`src/rtl/fdivsqrt_postproc_seq.sv`:
```
// Sequential divide/sqrt postprocessor: sticky/U-select for FP, iterative normalise + sign fix for int div/rem.
// Optional flush port enabled by defining FDIVSQRT_POSTPROC_FLUSH_EN.
module fdivsqrt_postproc_seq #(
   parameter int XLEN       = 64,
   parameter int DIVB       = 64,
   parameter int SHIFT_STEP = 8,
   parameter int NSHIFTW    = 7
) (
   input  logic                clk_i,
   input  logic                reset_i,
`ifdef FDIVSQRT_POSTPROC_FLUSH_EN
   input  logic                flush_i,
`endif
   input  logic                in_valid_i,
   output logic                in_ready_o,
   input  logic [DIVB+3:0]     ws_i,
   input  logic [DIVB+3:0]     wc_i,
   input  logic [DIVB+3:0]     d_i,
   input  logic [DIVB:0]       first_u_i,
   input  logic [DIVB:0]       first_um_i,
   input  logic                sqrt_i,
   input  logic                int_op_i,
   input  logic                rem_op_i,
   input  logic                w64_i,
   input  logic                special_i,
   input  logic                a_s_i,
   input  logic                b_s_i,
   input  logic                b_zero_i,
   input  logic                a_lt_b_i,
   input  logic [XLEN-1:0]     a_i,
   input  logic [XLEN-1:0]     b_i,
   input  logic [NSHIFTW-1:0]  norm_shift_i,
   output logic                out_valid_o,
   input  logic                out_ready_i,
   output logic [DIVB:0]       um_o,
   output logic                sticky_o,
   output logic [XLEN-1:0]     int_result_o,
   output logic [2:0]          state_o
);

   localparam int WW = DIVB + 4;
   localparam int RW = XLEN + 4;
   localparam logic [NSHIFTW-1:0] STEP = NSHIFTW'(SHIFT_STEP);
   localparam bit W64_EXT = (XLEN == 64);

   // Handshake: a transfer happens on a posedge where valid and ready are both high;
   // in_ready is high in IDLE and mirrors out_ready in DONE, low otherwise.
   typedef enum logic [2:0] {
      S_IDLE    = 3'd0,
      S_SUM     = 3'd1,
      S_CORRECT = 3'd2,
      S_SHIFT   = 3'd3,
      S_SIGN    = 3'd4,
      S_DONE    = 3'd5
   } state_e;

   state_e state_q, state_d;
   logic [WW-1:0]      ws_q, wc_q, d_q, sum_q, sum_d, sum_w;
   logic [DIVB:0]      first_u_q, first_um_q, pre_u_q, pre_u_d, pre_u_w, um_q, um_d;
   logic               sqrt_q, int_op_q, rem_op_q, w64_q, special_q;
   logic               a_s_q, b_s_q, b_zero_q, a_lt_b_q;
   logic [XLEN-1:0]    a_q, b_q, int_result_q, int_result_d, res_w;
   logic [NSHIFTW-1:0] ns_q, cnt_q, cnt_d, step_w;
   logic [RW-1:0]      pre_q, pre_d, rem_w;
   logic               neg_q, neg_d, sticky_q, sticky_d;
   logic               in_ready, out_valid, load, div_by_zero;

   always_comb begin
      state_d      = state_q;
      sum_d        = sum_q;
      neg_d        = neg_q;
      pre_u_d      = pre_u_q;
      pre_d        = pre_q;
      cnt_d        = cnt_q;
      um_d         = um_q;
      sticky_d     = sticky_q;
      int_result_d = int_result_q;
      in_ready     = 1'b0;
      out_valid    = 1'b0;
      sum_w        = ws_q + wc_q;
      pre_u_w      = sum_w[WW-1] ? first_um_q : first_u_q;
      rem_w        = sum_q[WW-1 -: RW] + (neg_q ? d_q[WW-1 -: RW] : '0);
      step_w       = (cnt_q < STEP) ? cnt_q : STEP;
      res_w        = pre_q[XLEN-1:0];
      // The raw operand is consulted too, so a zero divisor is caught even if the flag is late.
      div_by_zero  = b_zero_q | (w64_q ? (b_q[31:0] == 32'd0) : (b_q == '0));
      case (state_q)
         S_IDLE: begin
            in_ready = 1'b1;
            if (in_valid_i) state_d = S_SUM;
         end
         S_SUM: begin
            sum_d        = sum_w;
            neg_d        = sum_w[WW-1];
            pre_u_d      = pre_u_w;
            um_d         = sqrt_q ? {pre_u_w[DIVB-1:0], 1'b0} : pre_u_w;
            sticky_d     = (sum_w != '0) & ~special_q;
            int_result_d = '0;
            state_d      = int_op_q ? S_CORRECT : S_DONE;
         end
         S_CORRECT: begin
            pre_d   = rem_op_q ? rem_w : {3'b000, pre_u_q[DIVB -: XLEN+1]};
            cnt_d   = ns_q;
            state_d = (ns_q == '0) ? S_SIGN : S_SHIFT;
         end
         S_SHIFT: begin
            pre_d = $signed(pre_q) >>> step_w;
            cnt_d = cnt_q - step_w;
            if (cnt_q == step_w) state_d = S_SIGN;
         end
         S_SIGN: begin
            if (a_s_q ^ (b_s_q & ~rem_op_q)) res_w = -res_w;
            if (div_by_zero)   res_w = rem_op_q ? a_q : '1;
            else if (a_lt_b_q) res_w = rem_op_q ? a_q : '0;
            if (W64_EXT && w64_q) res_w = XLEN'($signed(res_w[31:0]));
            int_result_d = res_w;
            state_d      = S_DONE;
         end
         S_DONE: begin
            out_valid = 1'b1;
            in_ready  = out_ready_i;
            if (out_ready_i) state_d = in_valid_i ? S_SUM : S_IDLE;
         end
         default: state_d = S_IDLE;
      endcase
`ifdef FDIVSQRT_POSTPROC_FLUSH_EN
      if (flush_i && (state_q != S_IDLE)) begin
         state_d   = S_IDLE;
         in_ready  = 1'b0;
         out_valid = 1'b0;
      end
`endif
   end

   assign load = in_valid_i & in_ready;

   always_ff @(posedge clk_i) begin
      if (!reset_i) begin
         state_q <= S_IDLE;
         ws_q <= '0; wc_q <= '0; d_q <= '0;
         first_u_q <= '0; first_um_q <= '0;
         sqrt_q <= 1'b0; int_op_q <= 1'b0; rem_op_q <= 1'b0; w64_q <= 1'b0; special_q <= 1'b0;
         a_s_q <= 1'b0; b_s_q <= 1'b0; b_zero_q <= 1'b0; a_lt_b_q <= 1'b0;
         a_q <= '0; b_q <= '0; ns_q <= '0;
         sum_q <= '0; neg_q <= 1'b0; pre_u_q <= '0; pre_q <= '0; cnt_q <= '0;
         um_q <= '0; sticky_q <= 1'b0; int_result_q <= '0;
      end else begin
         state_q      <= state_d;
         sum_q        <= sum_d;
         neg_q        <= neg_d;
         pre_u_q      <= pre_u_d;
         pre_q        <= pre_d;
         cnt_q        <= cnt_d;
         um_q         <= um_d;
         sticky_q     <= sticky_d;
         int_result_q <= int_result_d;
         if (load) begin
            ws_q <= ws_i; wc_q <= wc_i; d_q <= d_i;
            first_u_q <= first_u_i; first_um_q <= first_um_i;
            sqrt_q <= sqrt_i; int_op_q <= int_op_i; rem_op_q <= rem_op_i;
            w64_q <= w64_i; special_q <= special_i;
            a_s_q <= a_s_i; b_s_q <= b_s_i; b_zero_q <= b_zero_i; a_lt_b_q <= a_lt_b_i;
            a_q <= a_i; b_q <= b_i; ns_q <= norm_shift_i;
         end
      end
   end

   assign in_ready_o   = in_ready;
   assign out_valid_o  = out_valid;
   assign um_o         = um_q;
   assign sticky_o     = sticky_q;
   assign int_result_o = int_result_q;
   assign state_o      = state_q;

endmodule
```
`config.mk`:
```
export PLATFORM = sky130hd
export DESIGN_NAME = fdivsqrt_postproc_seq
export DESIGN_NICKNAME = d
export VERILOG_FILES = /design/src/rtl/fdivsqrt_postproc_seq.sv
export SDC_FILE = /design/constraint.sdc
export NUM_CORES = 2
export LEC_CHECK = 0
export BUFFER_PORTS_ARGS = -buffer_cell sky130_fd_sc_hd__buf_2
export CAP_MARGIN = 20
export CORE_UTILIZATION = 41
export CTS_BUF_LIST = sky130_fd_sc_hd__clkbuf_16
export CTS_CLUSTER_DIAMETER = 150
export DETAILED_ROUTE_END_ITERATION = 12
export SLEW_MARGIN = 20
export SYNTH_ARGS = -nofsm -noshare
export SYNTH_HDL_FRONTEND = slang
export SYNTH_SLANG_ARGS = --single-unit
```
`constraint.sdc`:
```
create_clock -name clk_i -period 6.2 [get_ports clk_i]
set_input_delay 1.24 -clock clk_i [delete_from_list [all_inputs] [get_ports clk_i]]
set_output_delay 1.24 -clock clk_i [all_outputs]
set_load 0.005 [all_outputs]
```
==> flow_summary.toml <==
[finish]
layout.nets = 6789
final_layout_size_suffix_gt1_share_pct = 14.0
finalNonFillerCells = 7747
syn2layout_area_growth_pct = 14.4

[synthesis]
synth_area_leader_cell = "dfxtp_1"
synth_common_cells = "nand2_1 (1530), dfxtp_1 (819), a21boi_0 (564), clkbuf_1 (377), mux2i_1 (352)"
ys_seq_elements = 819
synth_edf_count = 0
synth_area_per_cell_um2 = 7.91
synth.most_common_cell = "nand2_1"
yosysWarnings = 0
seq_area_frac_synth_pct = 35.3
synth.distinct_cells = 99
yosysTopAreaCellShare_pct = 35.3
synth_ff_type = "dfxtp_1"
synth_cells = 5874
syn_nets = 6494
syn-cell-area_mm2 = 0.0465
async_flop_share_pct = 0
synthTopCellsByArea = "dfxtp_1 (35%), nand2_1 (12%), a21boi_0 (9.1%), mux2i_1 (7.6%), ha_1 (3.7%)"

[sta]
post-route-min-period_ns = 4.69
slew_headroom_pct = 22.2
hold_viol_final = 0
fmax_mhz = 213
drv_slew = 0
skew_ns = 0.0322
fin_tns_setup_ns = 0
finalCritPeriodShare_pct = 75.7
setup_violations = 0
tightest_slew_ns = 1.17
rsz0062_at_grt = "false"

[global_route]
grt_antenna_before_repair = 7
grt_usage_pct = 27.2
grt_max_degree = 256
grt-ovfl-total = 0
grt_pass1_vias = 41100
grt_pass1_wl_mm = 246

[clock_tree]
clkLatencyLatePin_ns = 0.70
cts_tree = "yes"
cts_max_path_buffers = 3
clock-sinks = 819
post_cts_resized = 0
cts_setup_buffers = 0
ctsHoldBuffers = 0
path_clk_slew_ns = 0.06
cts_buffers = 94
h-tree-depth = 3
root_buffer = "clkbuf_16"

[setup_path]
critPathCaptureType = "flip-flop"
worstSetupPathType = "flip-flop to flip-flop"
max_stage_delay_ns = 0.70
path_cells = "ha_1, nand2_1, nor4_1, o211ai_1, nand3_1, o2111a_1, o21ai_2, mux2i_1, nor2_4, buf_4, mux2i_1, mux2i_1, nand2_1, nand2_1"
crit_path_start = "ws_q[5]$_SDFFE_PN0P_"
cp_slowest_cell = "nor2_4"
worstReg2RegStart = "ws_q[5]$_SDFFE_PN0P_"
required_ns = 6.79
crit_arrival_ns = 5.28
startpoint_type = "flip-flop"
crit_fanout = 16

[worst_hold_path]
holdCritStartpoint = "um_o[34]$_SDFFE_PN0N_"
worstHoldPathType = "flip-flop to flip-flop"

[detailed_routing]
first_pass_iters = 5
drt.antenna.violating_nets = 0
drt_wl_total_mm = 162
wl_per_cell_um = 20.9
drt-initial-drc-count = 3291
via_count = 42800
drc_errors = 0
viasPerCell = 5.53

[placement]
dp_hpwl_mm = 120
placed_cells = 7573
gp_congestion = 0.950
io_buffers = 616

[floorplan]
die-area_mm2 = 0.115
ios = 617
dieWidth_um = 339
fp-row-count = 123
start_util_pct = 41.4
core_area_mm2 = 0.112
die_y_um = 339

[job]
max_cap_viol_count = 0

[power_and_ir_drop]
powerDensity_mw_per_mm2 = 277
p_total_mw = 14.7
leakagePower_nw = 22.9
ir_drop_uv = 201

[status]
status = "finished, final reports clean"
## layer usage
metal	part of all wire (%)	wire length (um)	global-route usage, %	vias up
met5	0	0	0	-
met4	3.2	5200	9.26	0
met2	47	76600	45.8	1220
li1	-	-	-	21100
met3	4.8	7810	3.21	210
met1	45	72200	35.7	20300
## per-stage QoR
stage | setup WS (ns) | hold WS, ns | area, um^2 | utilization, %
after floorplan | 2.56 | 0.438 | 46500 | -
after detailed placement | 1.66 | 0.452 | 50200 | 44.7
after global routing | 1.34 | 0.480 | 53200 | 47.3
after CTS | 1.58 | 0.460 | 53100 | 47.3
after global placement | 1.70 | 0.449 | 50200 | 44.7
final | 1.51 | 0.462 | 53200 | 47.3
## power breakdown
part | leakage (nW) | switching [mW] | internal, mW
clock | 1.54 | 2.36 | 3.08
sequential | 6.68 | 0.444 | 5.72
combinational | 14.7 | 2.02 | 1.09
## worst paths after layout
path | slack (ns) | end | cells after the start
max | 1.51 | um_o[50]$_SDFFE_PN0N_ | 14
min | 0.46 | um_o[34]$_SDFFE_PN0N_ | 2
max reg2reg | 1.51 | um_o[50]$_SDFFE_PN0N_ | 14
min reg2reg | 0.46 | um_o[34]$_SDFFE_PN0N_ | 2
## area by class of cell
class                           count  area (um^2)
Tap cell                         1500         1880
Multi-Input combinational cell   4545        28200
Clock buffer                       95         2380
Sequential cell                   819        16400
Fill cell                       11400        59200
Timing Repair Buffer              663         3560
Antenna cell                        5         12.5
Inverter                           46          173
Clock inverter                     74          593
## kinds of logic (layout without fill, tap and decap cells)
| family | after synthesis | in the layout | share of synthesized area, % |
|---|---|---|---|
| simple gates | 2283 | 2283 | 21.4 |
| compound gates | 1585 | 1585 | 24.1 |
| flops | 819 | 819 | 35.3 |
| buf+inv | 510 | 878 | 4.30 |
| mux | 364 | 364 | 7.87 |
| xor+xnor | 174 | 174 | 3.28 |
| fa+ha+maj | 138 | 138 | 3.75 |
| other cells | 1 | 6 | 0.00807 |
## critical path, delay by kind of cell, from the launching register on
kind / cells / cell delay, ns
buffers and inverters: 1 / 0.41
muxes: 3 / 0.74
AOI/OAI and AO/OA: 3 / 0.71
and+or+nand+nor: 6 / 1.96
DFF: 1 / 0.31
adders and majority gates: 1 / 0.41
## state kept, by name (all words and copies together) (netlist names), 3 cells and up
signal / cells
pre_u_q: 65
d_q: 68
pre_q: 68
sum_q: 68
cnt_q: 7
um_o: 65
a_q: 64
wc_q: 68
first_u_q: 65
state_o: 3
ns_q: 7
ws_q: 68
int_result_o: 64
b_q: 64
first_um_q: 65
## cell usage in the layout, fill, tap and decap left out, types with 34 or more instances in the layout
master	instances
nand2_1	1526
dfxtp_1	815
buf_2	615
a21boi_0	564
mux2i_1	352
a21oi_1	283
nor2_1	166
o21ai_0	165
ha_1	136
nand3_1	127
xnor2_1	108
and2_1	96
clkbuf_16	95
nor2b_1	92
o211a_1	87
inv_1	69
a21o_1	67
a22oi_1	66
o211ai_1	65
xor2_1	64
nor3_1	59
nand4_1	48
buf_4	38
nor4_1	34
No activity file was read; power rests on OpenSTA's default activity.
